`src/rtl/diff_io_pkg.sv`:
```
// diff_io_pkg: shared types and limits for the differential-input helpers
package diff_io_pkg;

    typedef enum logic {
        S_STABLE = 1'b0,
        S_CHECK  = 1'b1
    } state_e;

    localparam int MIN_SYNC_STAGES = 2;

endpackage

```
`src/rtl/sync_ff.sv`:
```
// sync_ff: plain flop chain bringing an async bit into clk
//   clk, rst (async, active-high) ; d_i async input ; q_o synchronized output
module sync_ff
    import diff_io_pkg::*;
#(
    parameter int STAGES = 2
) (
    input  logic clk,
    input  logic rst,
    input  logic d_i,
    output logic q_o
);

    logic [STAGES-1:0] sync_q;

    if (STAGES < MIN_SYNC_STAGES) begin : g_bad_stages
        $error("sync_ff: STAGES must be >= %0d", MIN_SYNC_STAGES);
    end

    always_ff @(posedge clk or posedge rst) begin
        if (rst) sync_q <= '0;
        else     sync_q <= {sync_q[STAGES-2:0], d_i};
    end

    assign q_o = sync_q[STAGES-1];

endmodule

```
`src/rtl/diff_in_debounce.sv`:
```
// diff_in_debounce: synchronize and debounce an IBUFDS output, report level and edges
//   clk, rst (async, active-high) ; din async input
//   level debounced level ; rise/fall one-cycle commit pulses ; toggle flips per rise
//   busy high while qualifying a change ; edge_count wrapping count of rises
module diff_in_debounce
    import diff_io_pkg::*;
#(
    parameter int SYNC_STAGES     = 2,
    parameter int DEBOUNCE_CYCLES = 1000,
    parameter int CNT_W           = 8
) (
    input  logic             clk,
    input  logic             rst,
    input  logic             din,
    output logic             level,
    output logic             rise,
    output logic             fall,
    output logic             toggle,
    output logic             busy,
    output logic [CNT_W-1:0] edge_count
);

    localparam int CW = $clog2(DEBOUNCE_CYCLES);
    localparam logic [CW-1:0] LAST = CW'(DEBOUNCE_CYCLES - 1);

    if (DEBOUNCE_CYCLES < 2) begin : g_bad_debounce
        $error("diff_in_debounce: DEBOUNCE_CYCLES must be >= 2");
    end

    logic             s;
    state_e           state_q;
    logic [CW-1:0]    cnt_q;
    logic             level_q;
    logic             rise_q;
    logic             fall_q;
    logic             toggle_q;
    logic             busy_q;
    logic [CNT_W-1:0] count_q;

    sync_ff #(.STAGES(SYNC_STAGES)) u_sync (
        .clk (clk),
        .rst (rst),
        .d_i (din),
        .q_o (s)
    );

    // The candidate is always ~level, so "s matches candidate" is s != level_q.
    always_ff @(posedge clk or posedge rst) begin
        if (rst) begin
            state_q  <= S_STABLE;
            cnt_q    <= '0;
            level_q  <= 1'b0;
            rise_q   <= 1'b0;
            fall_q   <= 1'b0;
            toggle_q <= 1'b0;
            busy_q   <= 1'b0;
            count_q  <= '0;
        end else begin
            rise_q <= 1'b0;
            fall_q <= 1'b0;
            case (state_q)
                S_STABLE: begin
                    if (s != level_q) begin
                        state_q <= S_CHECK;
                        busy_q  <= 1'b1;
                        cnt_q   <= CW'(1);
                    end
                end
                S_CHECK: begin
                    if (s == level_q) begin
                        state_q <= S_STABLE;
                        busy_q  <= 1'b0;
                        cnt_q   <= '0;
                    end else if (cnt_q == LAST) begin
                        state_q <= S_STABLE;
                        busy_q  <= 1'b0;
                        cnt_q   <= '0;
                        level_q <= s;
                        rise_q  <= s;
                        fall_q  <= ~s;
                        if (s) begin
                            toggle_q <= ~toggle_q;
                            count_q  <= count_q + CNT_W'(1);
                        end
                    end else begin
                        cnt_q <= cnt_q + CW'(1);
                    end
                end
                default: begin
                    state_q <= S_STABLE;
                    busy_q  <= 1'b0;
                    cnt_q   <= '0;
                end
            endcase
        end
    end

    assign level      = level_q;
    assign rise       = rise_q;
    assign fall       = fall_q;
    assign toggle     = toggle_q;
    assign busy       = busy_q;
    assign edge_count = count_q;

endmodule

```
`config.mk`:
```
export PLATFORM = sky130hd
export DESIGN_NAME = diff_in_debounce
export DESIGN_NICKNAME = d
export VERILOG_FILES = /design/src/rtl/diff_io_pkg.sv /design/src/rtl/sync_ff.sv /design/src/rtl/diff_in_debounce.sv
export SDC_FILE = /design/constraint.sdc
export NUM_CORES = 1
export LEC_CHECK = 0
export CAP_MARGIN = 10
export CORE_ASPECT_RATIO = 0.6
export CORE_MARGIN = 1.5
export CORE_UTILIZATION = 29
export DETAILED_ROUTE_END_ITERATION = 8
export PLACE_DENSITY = 0.52
export SLEW_MARGIN = 20
export SYNTH_ARGS = -nofsm -noshare
export SYNTH_HDL_FRONTEND = slang
export SYNTH_SLANG_ARGS = --single-unit
```
`constraint.sdc`:
```
create_clock -name clk -period 1.7 [get_ports clk]
set_input_delay 0.34 -clock clk [delete_from_list [all_inputs] [get_ports clk]]
set_output_delay 0.34 -clock clk [all_outputs]
set_load 0.01 [all_outputs]
```
==> flow_summary.json <==
{
  "status": "complete, no violations",
  "mostFrequentLayoutCells": "dfrtp_1 (25), clkdlybuf4s50_1 (15), nand2_1 (13)",
  "root_buffer": "clkbuf_8",
  "totalWireLength_um": 2390,
  "total_power_mw": 1.24,
  "cts_num_sinks": 26,
  "yosys_warnings": 0,
  "place.gp.congestion": 0.755,
  "start_util_pct": 29.9,
  "postRouteAntennaNets": 0,
  "cts_tree": "done",
  "wl_per_cell_um": 12.0,
  "crit_type": "flip-flop to flip-flop",
  "synthAdderAreaFrac_pct": 2.05,
  "vias": 890,
  "finalHoldViolCount": 0,
  "fin_worst_skew_ns": 0.00466,
  "synth.ff_latch_count": 26,
  "row_count": 18,
  "yosys.area_share.simple_pct": 23.8,
  "layout.nets": 145,
  "synthesis.nets": 114,
  "layout_commonest_cell": "dfrtp_1",
  "ys_seq_area_share_pct": 53.4,
  "drt_iter0_drc": 21,
  "fp.coreArea_mm2": 0.00408,
  "grt_max_degree": 27,
  "ir_worst_vdd_mv": 0.344,
  "antenna_cells": 0,
  "via_per_inst": 4.47,
  "drc": 0,
  "power.density_mw_per_mm2": 764,
  "synth_mux_area_share_pct": 1.85,
  "drive_above_1_share_pct": 20.9,
  "pwr-share-clk_pct": 41.1,
  "r2r-start": "cnt_q[1]",
  "synth_xor_xnor_area_share_pct": 9.45,
  "grt_util_all_layers_pct": 11.5,
  "startpoint": "cnt_q[1]",
  "numCtsBuffers": 3,
  "die_w_um": 86.7,
  "path_cells": "ha_2 > nand3_2 > nor4_4 > buf_4 > mux2_2",
  "cts_hold_buf": 0,
  "rsz0062_at_grt": "false",
  "worstMarginPinSlew_ns": 0.338,
  "clock_path_buffers": 2,
  "reg2reg_slack_ns": 0.08,
  "cpMaxStageDelayCell": "dfrtp_1",
  "hold_slack_ns": 0.364,
  "drv_slew": 0,
  "slowest_delay_ns": 0.38,
  "htreeDepth": 1,
  "dp_hpwl_um": 1770,
  "synth_cells": 109,
  "arrival_ns": 1.79,
  "dr.pass1.iters": 4,
  "fin_area_mm2": 0.00162,
  "p_sw_share_pct": 20.4,
  "area_growth_pct": 33.2,
  "grt_pass1_vias": 824,
  "io_pins": 16,
  "max_cap_viol_count": 0,
  "cp-start-kind": "flip-flop",
  "p_int_mw": 0.986,
  "relSlewSlack_pct": 77.5,
  "grt_pass1_wl_um": 3970,
  "power.leakage_nw": 0.691,
  "cp_max_fo": 4,
  "crit_required_ns": 1.86,
  "end_kind": "flip-flop",
  "p_comb_share_pct": 7.1,
  "switching_power_mw": 0.253,
  "overflow": 0,
  "die_h_um": 53.2,
  "clk_pin_slew_ns": 0.09,
  "portBuffers": 15,
  "synth_top_family_by_area": "simple AND/OR/NAND/NOR gates",
  "finalCriticalPeriod_ns": 1.62,
  "synth-compound-area-share_pct": 8.42,
  "clk_latency_ns": 0.27,
  "clock.fmax_ghz": 0.615,
  "yosysUniqueCellTypes": 35,
  "layout_worst_path_cycle_share_pct": 95.6,
  "finalSetupViolCount": 0,
  "place_area_mm2": 0.00152,
  "avgSynthCellArea_um2": 11.2,
  "syn-cell-area_mm2": 0.00122,
  "min_from": "u_sync.sync_q[0]",
  "antenna_found_initial": 0,
  "seqPwrFrac_pct": 51.8,
  "hold_path.class": "flip-flop to flip-flop",
  "die-area_mm2": 0.00461
}
-- worst paths after layout --
kind / to / depth (start not counted)
setup reg to reg: edge_count[1] / 5
max in group asynchronous: level / 3
min in group asynchronous: edge_count[5] / 3
setup / recovery: edge_count[1] / 5
hold / removal: u_sync.sync_q[1] / 0
hold reg to reg: u_sync.sync_q[1] / 0
-- flip-flops by register name (all words and copies together), names as in the netlist --
signal / count
level: 1
rise: 1
cnt_q: 10
busy: 1
u_sync.sync_q: 2
edge_count: 8
state_q: 1
fall: 1
toggle: 1
-- routing by layer --
layer | GRT usage [%] | routed length, um
met5 | 0 | 0
met4 | 2.15 | 0
met3 | 5.15 | 111
met2 | 15.1 | 932
met1 | 16.9 | 1350
-- power groups by stage --
stage	Clock (mW)	Combinational, mW	Sequential [mW]
global route	0.549	0.101	0.644
detailed placement	0	0.0866	0.654
global placement	0	0.0846	0.654
floorplan	0	0.0452	0.656
CTS	0.523	0.0878	0.642
finish	0.509	0.0880	0.642
-- metrics by stage --
stage                     utilization (%)  std cells  setup TNS, ns  setup slack, ns
final                                39.8        199              0           0.0751
after global routing                 39.8        199              0          0.00157
after CTS                            39.2        198              0           0.0220
after detailed placement             37.4        194        -0.0248          -0.0184
after global placement               37.4        194              0           0.0118
after floorplan                         -        109              0           0.0275
-- critical path, delay by kind of cell (launching register included) --
family,cells,cell delay (ns)
flops,1,0.38
simple gates,2,0.48
mux,1,0.31
fa+ha+maj,1,0.20
buf+inv,1,0.16
-- final cells by class --
class | count | area, um^2
clock buffers | 3 | 41.3
inverters | 2 | 7.51
flip-flops and latches | 26 | 652
well taps | 60 | 75.1
clock inverters | 1 | 30.0
repair buffers | 27 | 244
multi-input cells | 80 | 573
fillers | 395 | 2450
-- logic make-up (layout without fill, tap and decap cells) --
kind of cell | Yosys count | in the layout
AOI/OAI and AO/OA | 16 | 16
muxes | 2 | 2
adders and majority gates | 2 | 2
buffers and inverters | 3 | 33
xor gates and xnor gates | 11 | 11
and+or+nand+nor | 49 | 49
DFF | 26 | 26
-- repair_timing --
item / CTS / global route
resized for setup: 1 / 5
pin swaps: 0 / 1
setup endpoints to repair: 2 / 8
buffers inserted: 0 / 1
-- synthesized netlist by cell type, drive strengths merged --
| library cell | count | area, um^2 |
|---|---|---|
| a21boi | 1 | 7.51 |
| a21o | 1 | 7.51 |
| and2b | 1 | 8.76 |
| and3 | 1 | 6.26 |
| and4 | 2 | 17.5 |
| buf | 1 | 5.00 |
| dfrtp | 26 | 651 |
| ha | 2 | 25.0 |
| inv | 2 | 7.51 |
| mux2 | 2 | 22.5 |
| nand2 | 14 | 60.1 |
| nand2b | 1 | 6.26 |
| nand3 | 9 | 45.0 |
| nand3b | 1 | 7.51 |
| nand4 | 3 | 18.8 |
| nand4bb | 1 | 11.3 |
| nor2 | 3 | 11.3 |
| nor3 | 4 | 20.0 |
| nor3b | 1 | 7.51 |
| nor4 | 2 | 27.5 |
| o211ai | 3 | 22.5 |
| o21a | 1 | 7.51 |
| o21ai | 7 | 35.0 |
| o21bai | 1 | 7.51 |
| o22a | 1 | 8.76 |
| o22ai | 1 | 6.26 |
| or2 | 1 | 6.26 |
| or3 | 2 | 13.8 |
| or4 | 3 | 22.5 |
| xnor2 | 7 | 61.3 |
| xor2 | 4 | 53.8 |
(Power assumes the default switching activity.)
